<file path="src/rtl/sub_chunk_sequencer.sv">
// rtl/sub_chunk_sequencer.sv - wide a-b-bin subtractor sequenced over one external 6-bit slice
//
// Purpose:
//   Computes a - b - bin on 6*NCHUNK-bit operands by feeding one 6-bit chunk
//   per cycle (LSB chunk first) to an external combinational ripple-borrow
//   slice, collecting its difference chunks and chaining its borrow.
//
// Ports:
//   clk, rst_n           clock, asynchronous active-low reset
//   start                request, only honoured in IDLE
//   a, b, bin            operands, captured on an accepted start
//   sub_a, sub_b         current operand chunks to the slice (0 outside RUN)
//   sub_bin              running borrow to the slice (0 outside RUN)
//   sub_d, sub_bout      slice difference and borrow-out
//   busy                 high in RUN and DONE
//   done                 one-cycle pulse, results valid from this cycle
//   diff                 W-bit result
//   borrow_out           final borrow (unsigned a < b + bin)
//   zero                 diff == 0
//   ovf                  two's-complement overflow of the subtract

module sub_chunk_sequencer #(
  parameter int NCHUNK = 4
) (
  input  logic                clk,
  input  logic                rst_n,
  input  logic                start,
  input  logic [6*NCHUNK-1:0] a,
  input  logic [6*NCHUNK-1:0] b,
  input  logic                bin,
  output logic [5:0]          sub_a,
  output logic [5:0]          sub_b,
  output logic                sub_bin,
  input  logic [5:0]          sub_d,
  input  logic                sub_bout,
  output logic                busy,
  output logic                done,
  output logic [6*NCHUNK-1:0] diff,
  output logic                borrow_out,
  output logic                zero,
  output logic                ovf
);

  localparam int W    = 6 * NCHUNK;
  localparam int IDXW = (NCHUNK > 1) ? $clog2(NCHUNK) : 1;
  localparam logic [IDXW-1:0] LAST_IDX = IDXW'(NCHUNK - 1);

  typedef enum logic [1:0] {
    S_IDLE = 2'd0,
    S_RUN  = 2'd1,
    S_DONE = 2'd2
  } state_t;

  state_t          state;
  state_t          state_nx;
  logic [W-1:0]    a_q;
  logic [W-1:0]    b_q;
  logic [IDXW-1:0] idx;
  logic            brw;
  logic [W-1:0]    diff_nx;
  logic [W-1:0]    a_sh;
  logic [W-1:0]    b_sh;
  logic            accept;
  logic            last_chunk;

  assign accept     = (state == S_IDLE) && start;
  assign last_chunk = (state == S_RUN) && (idx == LAST_IDX);

  // Bring the active chunk down to bit 0 so the slice taps a fixed field.
  assign a_sh = a_q >> (6 * idx);
  assign b_sh = b_q >> (6 * idx);

  // diff with the current slice result merged into the active chunk; this is
  // what diff becomes at the end of the cycle, so the final flags can be
  // registered from it on the RUN->DONE edge.
  always_comb begin
    diff_nx = diff;
    for (int i = 0; i < NCHUNK; i++) begin
      if (idx == IDXW'(i)) begin
        diff_nx[6*i +: 6] = sub_d;
      end
    end
  end

  // ---------------------------------------------------------------- state register
  always_ff @(posedge clk or negedge rst_n) begin
    if (!rst_n) begin
      state <= S_IDLE;
    end else begin
      state <= state_nx;
    end
  end

  // ---------------------------------------------------------------- next state
  always_comb begin
    state_nx = state;
    case (state)
      S_IDLE:  if (start) state_nx = S_RUN;
      S_RUN:   if (idx == LAST_IDX) state_nx = S_DONE;
      S_DONE:  state_nx = S_IDLE;
      default: state_nx = S_IDLE;
    endcase
  end

  // ---------------------------------------------------------------- outputs
  always_comb begin
    busy    = 1'b0;
    done    = 1'b0;
    sub_a   = 6'd0;
    sub_b   = 6'd0;
    sub_bin = 1'b0;
    case (state)
      S_RUN: begin
        busy    = 1'b1;
        sub_a   = a_sh[5:0];
        sub_b   = b_sh[5:0];
        sub_bin = brw;
      end
      S_DONE: begin
        busy = 1'b1;
        done = 1'b1;
      end
      default: begin
      end
    endcase
  end

  // ---------------------------------------------------------------- datapath
  // Result and flags are only rewritten during an operation, so they hold
  // across IDLE until the next accepted start overwrites them.
  always_ff @(posedge clk or negedge rst_n) begin
    if (!rst_n) begin
      a_q        <= '0;
      b_q        <= '0;
      idx        <= '0;
      brw        <= 1'b0;
      diff       <= '0;
      borrow_out <= 1'b0;
      zero       <= 1'b0;
      ovf        <= 1'b0;
    end else if (accept) begin
      a_q <= a;
      b_q <= b;
      brw <= bin;
      idx <= '0;
    end else if (state == S_RUN) begin
      diff <= diff_nx;
      brw  <= sub_bout;
      idx  <= last_chunk ? '0 : idx + IDXW'(1);
      if (last_chunk) begin
        borrow_out <= sub_bout;
        zero       <= (diff_nx == '0);
        // Overflow only possible when operand signs differ; it shows as a
        // result sign that disagrees with the minuend.
        ovf        <= (a_q[W-1] != b_q[W-1]) && (diff_nx[W-1] != a_q[W-1]);
      end
    end
  end

endmodule

</file>
<file path="config.mk">
export PLATFORM = sky130hd
export DESIGN_NAME = sub_chunk_sequencer
export DESIGN_NICKNAME = d
export VERILOG_FILES = /design/src/rtl/sub_chunk_sequencer.sv
export SDC_FILE = /design/constraint.sdc
export NUM_CORES = 1
export LEC_CHECK = 0
export ABC_AREA = 0
export CORE_UTILIZATION = 44
export CTS_BUF_LIST = sky130_fd_sc_hd__clkbuf_8
export DETAILED_ROUTE_END_ITERATION = 7
export GPL_ROUTABILITY_DRIVEN = 0
export GPL_TIMING_DRIVEN = 0
export HOLD_SLACK_MARGIN = 0.08
export PLACE_DENSITY = 0.79
export RECOVER_POWER = 100
export SYNTH_ARGS = -nofsm -noshare
export SYNTH_HDL_FRONTEND = slang
export SYNTH_SLANG_ARGS = --single-unit
</file>
<file path="constraint.sdc">
create_clock -name clk -period 2.68 [get_ports clk]
set_input_delay 0.402 -clock clk [delete_from_list [all_inputs] [get_ports clk]]
set_output_delay 0.402 -clock clk [all_outputs]
set_load 0.02 [all_outputs]
</file>
# Word level (Yosys, flattened, before mapping)
# Cells that the tools add are included.
# word_totals
ff_bits	80
latch_bits	0
mem_bits_rw	0
mem_bits_ro	0
output_inout_bits	42
wordCells	51
memories	0
# classes
addsub	1
mul	1
n_div	0
order_cmp	0
eq_ne	9
shifts	2
n_mux	17
n_bitwise	1
n_reduce_logical	11
# ops
op	count
$shr 24x5->6	2
$mux 6	6
$logic_not 24->1	1
$mux 2	5
$eq 2x2->1 const B	3
$mux 1	5
$eq 2x1->1 const B	2
$logic_not 2->1	2
$mul 2x2->4 const A	1
$pmux 2 s2	1
$reduce_and 2->1	2
$logic_and 1x1->1	3
$reduce_and 3->1	1
$add 2x1->2 const B	1
$ne 1x1->1	2
$ne 2x1->1 const B	1
$ne 2x2->1 const B	1
$reduce_bool 2->1	1
$reduce_or 2->1	1
$not 1->1	1

# Logic depth before layout (Yosys ltp)
# Gate-level depths: netlist of run 1.
# logic_depth
word_depth	5
mapped_depth	9
mapped_depth_nobuf	6

# Worst setup path after synthesis of run 1
# OpenSTA, ideal clock, no wires.
# synth_timing
path_type	flip-flop to flip-flop
start	reg idx[0]
end	reg zero
t_arrival_ns	2.532
t_required_ns	2.590
path_slack_ns	0.058
stages_incl_launch_ff	10
n_path_buf	3
period_less_slack_ns	2.622
path_cell_list	dfrtp_1 clkbuf_1 buf_2 inv_1 ha_1 buf_6 mux2_4 o32a_1 or4_4 o31ai_4
# synth_via
elab_chain_len	3
elab_cells_between_ends	11
classes_between	eq/ne (3); mux (4); reduce/logical (4)
# synth_rtl
item	line	text
from (decl)	58	logic [IDXW-1:0] idx;
from (signal assigned)	149	idx <= last_chunk ? '0 : idx + IDXW'(1);
$eq 2x1->1, or another cell as far along	79	if (idx == IDXW'(i)) begin
$mux 6 / $logic_and 1x1->1 (equally long branches)	79, 67	
$logic_not 24->1 / $reduce_and 3->1 (equally long branches)	--	
to (signal assigned)	152	zero <= (diff_nx == '0);
to (decl)	40	output logic zero,
# Parallel ways exist; a longest one is shown, timed or not.
# A chain may end at the register's enable or synchronous reset.

# Final worst setup path of run 1
# layout_timing
start	reg idx[1]
end	out sub_b[3]
# layout_via
elab_chain_len	3
# layout_rtl
item	line	text
$mul 2x2->4	71	assign b_sh = b_q >> (6 * idx);
$shr 24x5->6	71	
$mux 6	112	case (state)
to (decl)	32	output logic [5:0] sub_b,
# Every way passes these cells.

==> results of run 1 <==
==> cell families (layout without fill, tap and decap cells) <==
family	Yosys count	count (layout)	share of synthesized area
fa+ha+maj	9	9	0.0304
flops	80	80	0.540
mux	93	93	0.318
buf+inv	19	136	0.0216
simple gates	41	41	0.0621
compound gates	15	15	0.0280
==> routing by layer <==
layer  GRT usage  part of all wire  vias to the layer above
li1            -                 -                     1158
met5           0                 0                        -
met4      0.0795             0.017                        0
met3      0.0275             0.038                       12
met1       0.265              0.43                     1271
met2       0.347              0.51                       57
==> worst max-delay path by stage <==
stage	start	end	slack (ns)	cells after the start
final	idx[1]$_DFFE_PN0P_	sub_b[3]	0.06	4
after detailed placement	idx[0]$_DFFE_PN0P_	zero$_DFFE_PN0P_	-0.29	9
after CTS	state[1]$_DFFE_PN0P_	sub_b[2]	0.02	5
after global routing	idx[1]$_DFFE_PN0P_	sub_b[3]	0.005	4
after floorplan	idx[0]$_DFFE_PN0P_	zero$_DFFE_PN0P_	0.06	9
after global placement	rst_n	state[1]$_DFFE_PN0P_	-1.58	1
==> cell type report <==
class	instances	area, um^2
Fill cell	625	3100
Sequential cell	80	2000
Multi-Input combinational cell	158	1620
Timing Repair Buffer	102	1000
Tap cell	105	131
Clock buffer	9	124
Clock inverter	7	88.8
Buffer	11	75.1
Inverter	7	26.3
==> state kept, by name, indices dropped and copies added (netlist names) <==
register    flops
state           2
ovf             1
b_q            24
borrow_out      1
zero            1
diff           24
a_q            24
brw             1
idx             2
==> metrics by stage <==
stage | hold slack (ns) | total power [uW] | util | setup WS, ns | setup TNS (ns)
global route | 0.519 | 6200 | 0.621 | 0.00512 | 0
global placement | 0.471 | 4940 | 0.592 | -1.58 | -127.96
finish | 0.485 | 5840 | 0.621 | 0.0591 | 0
CTS | 0.497 | 5990 | 0.624 | 0.0163 | 0
floorplan | 0.106 | 3910 | - | 0.0579 | 0
detailed placement | 0.397 | 5030 | 0.595 | -0.291 | -1.74
==> power by group <==
part	internal [uW]	switching [uW]	total [uW]
Combinational	1490	1230	2720
Sequential	1810	358	2170
Clock	520	425	945
Total	3830	2010	5840
==> worst max-delay path: stages (launching register included) <==
cell,delay (ns)
dfrtp_1,0.52
clkbuf_4,0.33
mux4_2,0.31
and2_1,0.17
clkdlybuf4s50_1,0.54
==> cell usage in the layout, fill, tap and decap left out, types with 2 or more instances in the layout <==
master,Yosys,routed
mux2_2,62,62
dlygate4sd3_1,0,30
nor4_1,5,5
mux2_1,12,12
o21ai_0,1,3
nand2_1,9,9
clkbuf_8,0,10
a21oi_1,7,7
mux4_2,12,12
bufinv_16,0,2
clkdlybuf4s50_1,0,63
nor2b_1,2,2
ha_1,9,8
nor3_1,2,2
dfrtp_1,80,80
and2_1,13,8
inv_1,7,10
and2_0,0,5
mux2i_1,6,6
clkbuf_1,5,6
dlygate4sd2_1,0,7
clkbuf_2,0,3
nor2_1,4,4
==> what timing repair did <==
item	CTS	global route
hold buffers	1	0
gates cloned	0	0
hold endpoints to repair	36	0
resized for setup	17	2
setup endpoints to repair	14	3
==> impl_metrics.py, run 1 <==
metrics = {
    "setup_path": {
        "critical_path_required_ns": 2.28,
        "critPathLaunchType": "flip-flop",
        "reg2reg_slack_ns": 0.16,
        "arrival_ns": 2.22,
        "reg2reg_to": "zero$_DFFE_PN0P_",
        "rr_startpoint": "idx[1]$_DFFE_PN0P_",
        "path_class": "flip-flop to output pin",
        "path_max_fanout": 10,
        "rr_worst_depth": 8,
        "critPathCaptureType": "output pin",
    },
    "synthesis": {
        "syn_avg_cell_area_um2": 14.4,
        "async_flop_share": 1.00,
        "synth_fp_nets": 325,
        "synth_common_cells": "80 x dfrtp_1, 62 x mux2_2, 13 x and2_1",
        "yosys_warnings": 0,
        "yosys-top-cells-area": "dfrtp_1 54%, mux2_2 19%, mux4_2 7.3%, mux2_1 3.6%, ha_1 3.0%",
        "synth_top_area_share": 0.540,
        "netlist_area_mm2": 0.00371,
        "ys_types": 31,
        "synth_edf_count": 0,
        "synth.most_common_cell": "dfrtp_1",
        "ys_ff_latch": 80,
        "yosysSeqAreaShare": 0.540,
        "syn_inst": 257,
        "synth_flop_cell": "dfrtp_1",
        "synth_top_area_cell": "dfrtp_1",
    },
    "die": {
        "row_count": 33,
        "initial_utilization": 0.453,
        "coreArea_mm2": 0.00818,
        "die_h_um": 93.8,
        "ios": 101,
        "die_w_um": 93.8,
        "dieArea_mm2": 0.00880,
    },
    "finish": {
        "antenna_cells": 0,
        "fin_cells": 479,
        "design_area_mm2": 0.00507,
        "drive_above_1_share": 0.259,
        "syn_to_final_growth_pct": 36.9,
        "nets": 437,
    },
    "pwr": {
        "power.density_mw_per_mm2": 1150,
        "p_leak_uw": 0.00214,
        "ir_drop_uv": 527,
    },
    "global_routing": {
        "grt_max_degree": 45,
        "globalRouteTotalUtil": 0.204,
        "grt-ovfl-total": 0,
        "grt_pass1_wl_um": 13500,
        "grt_antenna_before_repair": 0,
        "grt_pass1_vias": 2683,
    },
    "placed_design": {
        "hpwl_um": 5890,
        "dp_cells": 463,
        "portBuffers": 100,
        "postPlaceCellArea_mm2": 0.00486,
    },
    "detailed_routing": {
        "vias_per_cell": 5.22,
        "avgRoutedWirePerCell_um": 17.2,
        "drt-total-wl_um": 8220,
        "drtPass1Iterations": 4,
        "drt-initial-drc-count": 96,
        "route.detailed.drc": 0,
        "num_vias": 2498,
        "detail-route-antenna-nets": 0,
    },
    "timing": {
        "finalClockSkew_ns": 0.00502,
        "period_needed_ns": 2.62,
        "hold_viol": 0,
        "rsz0062_at_grt": "no",
        "setup_viol": 0,
        "tightest_slew_ns": 1.07,
        "max-slew-margin-rel": 0.286,
        "final_max_slew_viol_count": 0,
        "fin_crit_sh": 0.978,
        "fmax_mhz": 382,
    },
    "clock_network": {
        "cts_max_level": 3,
        "clkTransAtPathRegs_ns": 0.08,
        "clock_latency_ns": 0.34,
        "cts_buffers": 9,
        "cts_tree": "done",
        "cts_sinks": 80,
        "postCtsSetupBuffers": 0,
        "clockBufferDepth": 2,
        "cts_root_buffer": "clkbuf_8",
    },
    "min_path": {
        "min_path_cells": 2,
        "holdPathEnd": "ovf$_DFFE_PN0P_",
        "worstHoldStart": "ovf$_DFFE_PN0P_",
        "hold_class": "flip-flop to flip-flop",
    },
    "job": {
        "cap_violations": 0,
    },
    "status": {
        "status": "complete, no violations",
    },
}
Note: power is estimated with default switching activity, not from simulation.
==> run 2, diff against run 1 <==
--- a/config.mk
+++ b/config.mk
@@ -6,14 +6,15 @@
 export NUM_CORES = 1
 export LEC_CHECK = 0
 export ABC_AREA = 0
-export CORE_UTILIZATION = 44
+export CORE_UTILIZATION = 30
 export CTS_BUF_LIST = sky130_fd_sc_hd__clkbuf_8
 export DETAILED_ROUTE_END_ITERATION = 7
 export GPL_ROUTABILITY_DRIVEN = 0
 export GPL_TIMING_DRIVEN = 0
 export HOLD_SLACK_MARGIN = 0.08
-export PLACE_DENSITY = 0.79
+export PLACE_DENSITY = 0.58
 export RECOVER_POWER = 100
+export SLEW_MARGIN = 20
 export SYNTH_ARGS = -nofsm -noshare
 export SYNTH_HDL_FRONTEND = slang
 export SYNTH_SLANG_ARGS = --single-unit
==> run 2 against run 1 <==
Against the previous run: global-route usage shrank 5.6 points; worst setup slack gained 0.055 ns; sequential share of layout area shrank 0.37 points; largest power group unchanged; power shrank 1.3%; largest cell class unchanged; sequential power is essentially flat; register-to-register slack gained 0.03 ns; routed wire length grew 5.6%; maximum frequency grew 2.1%; final cell count grew 8.4%; hold slack lost 0.0038 ns; clock power shrank 7.9%.
==> impl_metrics.py, run 2 (synthesized netlist as in run 1, its figures left out) <==
metrics = {
    "setup_path": {
        "max_stage_delay_ns": 0.54,
        "critPathCaptureType": "output pin",
        "cpMaxStageDelayCell": "clkdlybuf4s50_1",
        "critical_path_required_ns": 2.28,
        "arrival_ns": 2.16,
        "path_class": "flip-flop to output pin",
        "worst-path-buf-inv": 2,
        "critPathLaunchType": "flip-flop",
        "path_max_fanout": 6,
        "crit_chain": "buf_4, mux4_2, and2_0, clkdlybuf4s50_1",
        "crit_family": "buffers and inverters",
    },
    "finish": {
        "drive_above_1_share": 0.263,
        "syn_to_final_growth_pct": 38.2,
        "multi_input_area_mm2": 0.00163,
        "layout_commonest_cell": "dfrtp_1",
        "fin_util": 0.427,
        "nets": 437,
        "layout_common_cells": "79 x dfrtp_1, 63 x clkdlybuf4s50_1, 62 x mux2_2",
        "ff_latch_area_mm2": 0.00200,
        "fin_cells": 519,
        "n_fill_cell": 1145,
        "antenna_cells": 0,
        "top_regs": "a_q: 24 flops, b_q: 24 flops, diff: 24 flops",
    },
    "clock_network": {
        "cts_root_buffer": "clkbuf_8",
        "clkTransAtPathRegs_ns": 0.08,
        "clock_latency_ns": 0.36,
        "cts_max_level": 3,
        "clockBufferDepth": 2,
        "cts_buffers": 9,
        "cts_tree": "done",
        "cts_sinks": 80,
    },
    "timing": {
        "hold_viol": 0,
        "fmax_mhz": 390,
        "final_max_slew_viol_count": 0,
        "max-slew-margin-rel": 0.385,
        "period_needed_ns": 2.57,
        "fin_crit_sh": 0.958,
        "setup_viol": 0,
        "rsz0062_at_grt": "no",
        "tightest_slew_ns": 0.922,
        "finalClockSkew_ns": 0.0124,
        "tns_ns": 0,
    },
    "global_routing": {
        "grt_pass1_vias": 2614,
        "grt_antenna_before_repair": 0,
        "grt_pass1_wl_um": 14100,
        "grt-ovfl-total": 0,
        "globalRouteTotalUtil": 0.148,
        "grt_max_degree": 48,
    },
    "pwr": {
        "seq_power_share": 0.374,
        "p_clk_frac": 0.151,
        "p_sw_frac": 0.349,
        "power.density_mw_per_mm2": 1120,
        "ir_drop_uv": 385,
        "total_power_uw": 5760,
        "p_leak_uw": 0.00213,
        "combinationalPowerShare": 0.475,
        "p_switching_uw": 2010,
        "intPower_uw": 3750,
    },
    "die": {
        "initial_utilization": 0.309,
        "row_count": 40,
        "dieArea_mm2": 0.0128,
        "coreArea_mm2": 0.0120,
        "die_w_um": 113,
        "die_h_um": 113,
        "ios": 101,
    },
    "min_path": {
        "hold_class": "flip-flop to flip-flop",
    },
    "detailed_routing": {
        "detail-route-antenna-nets": 0,
        "drtPass1Iterations": 4,
        "drt-total-wl_um": 8670,
        "drt-initial-drc-count": 82,
        "avgRoutedWirePerCell_um": 16.7,
        "vias_per_cell": 4.76,
        "num_vias": 2472,
        "route.detailed.drc": 0,
    },
    "placed_design": {
        "dp_cells": 505,
        "portBuffers": 100,
        "hpwl_um": 6420,
    },
    "status": {
        "status": "complete, no violations",
    },
    "job": {
        "cap_violations": 0,
    },
}
-- run 2: power groups by stage --
| stage | Sequential, uW | Combinational (uW) | Clock [uW] |
|---|---|---|---|
| finish | 2160 | 2730 | 870 |
| floorplan | 2340 | 1570 | 0 |
| detailed placement | 2200 | 2860 | 0 |
| global placement | 2170 | 2820 | 0 |
| CTS | 2170 | 2860 | 899 |
| global route | 2250 | 2950 | 969 |
-- run 2: repair_timing --
item                                    in CTS  in global routing
gates resized for setup                     16                  3
endpoints found under the setup margin      14                 13
hold buffers                                 1                  0
endpoints found under the hold margin       33                  0
setup buffers                                0                  0
-- run 2: routing by layer --
metal | GRT usage | wire length, um | part of all wire
met5 | 0 | 0 | 0
met2 | 0.240 | 4230 | 0.49
met3 | 0.0327 | 289 | 0.033
met1 | 0.195 | 4040 | 0.47
met4 | 0.0526 | 118 | 0.014
-- run 2: final cells by class --
cell class | instances | area share
timing repair buffer | 102 | 0.200
sequential | 80 | 0.391
buffer | 11 | 0.0132
inverter | 7 | 0.00513
clock buffer | 10 | 0.0269
clock inverter | 4 | 0.00928
multi-input combinational | 158 | 0.319
tap | 147 | 0.0359
-- run 2: path summary, 6_finish.rpt --
check                                   start                   end  slack [ns]  depth (start not counted)
max                        idx[0]$_DFFE_PN0P_              sub_b[0]        0.11                          4
min                           ovf$_DFFE_PN0P_       ovf$_DFFE_PN0P_        0.48                          2
max reg2reg                idx[0]$_DFFE_PN0P_      zero$_DFFE_PN0P_        0.19                          9
min reg2reg                   ovf$_DFFE_PN0P_       ovf$_DFFE_PN0P_        0.48                          2
max in group asynchronous               rst_n  diff[18]$_DFFE_PN0P_        1.22                          3
min in group asynchronous               rst_n   a_q[12]$_DFFE_PN0P_        0.71                          2
-- run 2: tightest hold or removal path: cells and delay by family, from the launching register on --
| family | cells | cell delay (ns) |
|---|---|---|
| flops | 1 | 0.35 |
| compound gates | 1 | 0.06 |
| simple gates | 1 | 0.04 |
-- run 2: through the flow --
step	hold WS [ns]	worst slack, ns	cell area (um^2)
2_1_floorplan	0.106	0.0579	3710
3_3_place_gp	0.473	-1.79	4890
3_5_place_dp	0.393	-0.324	4920
4_1_cts	0.498	0.00810	5120
5_1_grt	0.522	0.00462	5120
6_report	0.481	0.114	5120
==> run 3, diff against run 2 <==
--- a/config.mk
+++ b/config.mk
@@ -12,7 +12,7 @@
 export GPL_ROUTABILITY_DRIVEN = 0
 export GPL_TIMING_DRIVEN = 0
 export HOLD_SLACK_MARGIN = 0.08
-export PLACE_DENSITY = 0.58
+export PLACE_DENSITY = 0.65
 export RECOVER_POWER = 100
 export SLEW_MARGIN = 20
 export SYNTH_ARGS = -nofsm -noshare
==> run 3 against run 2 <==
Against the previous run: worst setup slack lost 0.021 ns; hold slack improved by 0.0030 ns; die area unchanged; global-route usage grew 0.081 points; final cell count increased by 0.19%; via count increased by 1.3%; first-iteration DRC count rose by 20%; utilization increased by 0.22 points; register-to-register slack better by 0.03 ns; critical path depth is the same.
==> impl_metrics.py, run 3 (synthesized netlist as in run 1, its figures left out) <==
metrics = {
    "status": {
        "status": "complete, no violations",
    },
    "setup_path": {
        "crit_path_start": "idx[0]$_DFFE_PN0P_",
        "path_class": "flip-flop to output pin",
        "critPathLaunchType": "flip-flop",
        "critical_path_required_ns": 2.28,
        "arrival_ns": 2.19,
        "crit_family": "buffers and inverters",
        "crit_chain": "clkbuf_8, mux4_2, and2_0, clkdlybuf4s50_1",
        "worst-path-buf-inv": 2,
        "path_max_fanout": 6,
        "max_stage_delay_ns": 0.55,
        "rr_startpoint": "idx[0]$_DFFE_PN0P_",
        "cpMaxStageDelayCell": "clkdlybuf4s50_1",
        "critPathCaptureType": "output pin",
    },
    "pwr": {
        "seq_power_share": 0.369,
        "p_clk_frac": 0.169,
        "intPower_uw": 3860,
        "power.density_mw_per_mm2": 1140,
        "p_switching_uw": 2020,
        "combinationalPowerShare": 0.462,
        "p_sw_frac": 0.344,
        "p_leak_uw": 0.00214,
        "ir_drop_uv": 327,
    },
    "detailed_routing": {
        "vias_per_cell": 4.82,
        "route.detailed.drc": 0,
        "drt-total-wl_um": 8810,
        "avgRoutedWirePerCell_um": 16.9,
        "drt-initial-drc-count": 98,
        "num_vias": 2504,
        "detail-route-antenna-nets": 0,
        "drtPass1Iterations": 6,
    },
    "timing": {
        "tightest_slew_ns": 1.01,
        "fin_crit_sh": 0.965,
        "final_max_slew_viol_count": 0,
        "fmax_mhz": 386,
        "max-slew-margin-rel": 0.325,
        "fin_ws_ns": 0.0926,
        "hold_viol": 0,
        "finalClockSkew_ns": 0.00814,
        "rsz0062_at_grt": "no",
        "timing.hold.ws_ns": 0.484,
        "period_needed_ns": 2.59,
        "setup_viol": 0,
    },
    "global_routing": {
        "grt_pass1_wl_um": 14300,
        "grt-ovfl-total": 0,
        "grt_max_degree": 44,
        "grt_antenna_before_repair": 0,
        "grt_pass1_vias": 2774,
        "globalRouteTotalUtil": 0.149,
    },
    "finish": {
        "layout_commonest_cell": "dfrtp_1",
        "antenna_cells": 0,
        "nets": 437,
        "n_fill_cell": 1121,
        "design_area_mm2": 0.00515,
        "layout_common_cells": "79 x dfrtp_1, 62 x mux2_2, 60 x clkdlybuf4s50_1",
        "multi_input_area_mm2": 0.00163,
        "fin_cells": 520,
        "drive_above_1_share": 0.265,
        "top_regs": "a_q: 24 flops, b_q: 24 flops, diff: 24 flops",
        "syn_to_final_growth_pct": 38.9,
        "ff_latch_area_mm2": 0.00200,
    },
    "die": {
        "initial_utilization": 0.309,
        "die_w_um": 113,
        "row_count": 40,
        "die_h_um": 113,
        "ios": 101,
        "coreArea_mm2": 0.0120,
        "dieArea_mm2": 0.0128,
    },
    "placed_design": {
        "dp_cells": 505,
        "portBuffers": 100,
        "hpwl_um": 6450,
        "postPlaceCellArea_mm2": 0.00492,
        "pre_cts_slack_ns": -0.316,
    },
    "min_path": {
        "hold_class": "flip-flop to flip-flop",
        "worstHoldStart": "ovf$_DFFE_PN0P_",
    },
    "clock_network": {
        "clockBufferDepth": 2,
        "cts_max_level": 3,
        "clock_latency_ns": 0.36,
        "cts_sinks": 80,
        "clkTransAtPathRegs_ns": 0.08,
        "cts_buffers": 9,
        "postCtsSetupBuffers": 0,
        "cts_root_buffer": "clkbuf_8",
        "cts_tree": "done",
    },
    "job": {
        "cap_violations": 0,
    },
}
==> run 3: cell types whose count changed in the layout (fill, tap and decap cells not counted), moves of 2 or more <==
cell             delta
and2_0              -3
and2_1              +3
clkbuf_1            +3
clkdlybuf4s50_1     -3
clkbuf_8            +2
==> run 3: final cells by class <==
cell class                 count  share of cell area
tap                          147              0.0357
timing repair buffer         102               0.195
multi-input combinational    158               0.317
sequential                    80               0.389
buffer                        11              0.0151
clock buffer                  11              0.0294
clock inverter                 4              0.0134
inverter                       7             0.00510
==> run 3: tightest hold or removal path, delay by kind of cell, from the launching register on <==
kind / cells / cell delay [ns]
flip-flops: 1 / 0.34
AO/OA/AOI/OAI: 1 / 0.06
AND/OR/NAND/NOR: 1 / 0.05
==> run 3: final timing paths <==
| path | endpoint | slack, ns | depth (start not counted) |
|---|---|---|---|
| setup / recovery | sub_b[0] | 0.09 | 4 |
| hold / removal | ovf$_DFFE_PN0P_ | 0.48 | 2 |
| setup reg to reg | zero$_DFFE_PN0P_ | 0.22 | 9 |
| hold reg to reg | ovf$_DFFE_PN0P_ | 0.48 | 2 |
| max in group asynchronous | idx[1]$_DFFE_PN0P_ | 1.18 | 3 |
| min in group asynchronous | diff[17]$_DFFE_PN0P_ | 0.77 | 2 |
==> run 3: power by group through the flow <==
| stage | Clock [uW] | Sequential (uW) | Combinational, uW |
|---|---|---|---|
| 2_1_floorplan | 0 | 2340 | 1570 |
| 5_1_grt | 1080 | 2250 | 2940 |
| 3_3_place_gp | 0 | 2170 | 2810 |
| 6_report | 994 | 2170 | 2720 |
| 4_1_cts | 1030 | 2180 | 2880 |
| 3_5_place_dp | 0 | 2200 | 2860 |
==> run 3: routing by layer <==
layer  vias up  wire length, um  global-route usage
li1       1154                -                   -
met1      1275             3960               0.185
met2        60             4270               0.249
met3        15              372              0.0321
met4         0              204              0.0675
met5         -                0                   0
==> run 3: repair_timing <==
item                                    CTS  global route
endpoints found under the hold margin    37             0
gates resized for setup                  20             3
endpoints found under the setup margin   14             3
gates cloned                              0             0
hold buffers                              1             0
==> run 3: metrics by stage <==
stage,power [uW],util,setup TNS (ns)
after global routing,6270,0.429,0
after detailed placement,5060,0.409,-2.14
after CTS,6100,0.431,0
final,5880,0.429,0
after floorplan,3910,-,0
after global placement,4980,0.407,-139.72
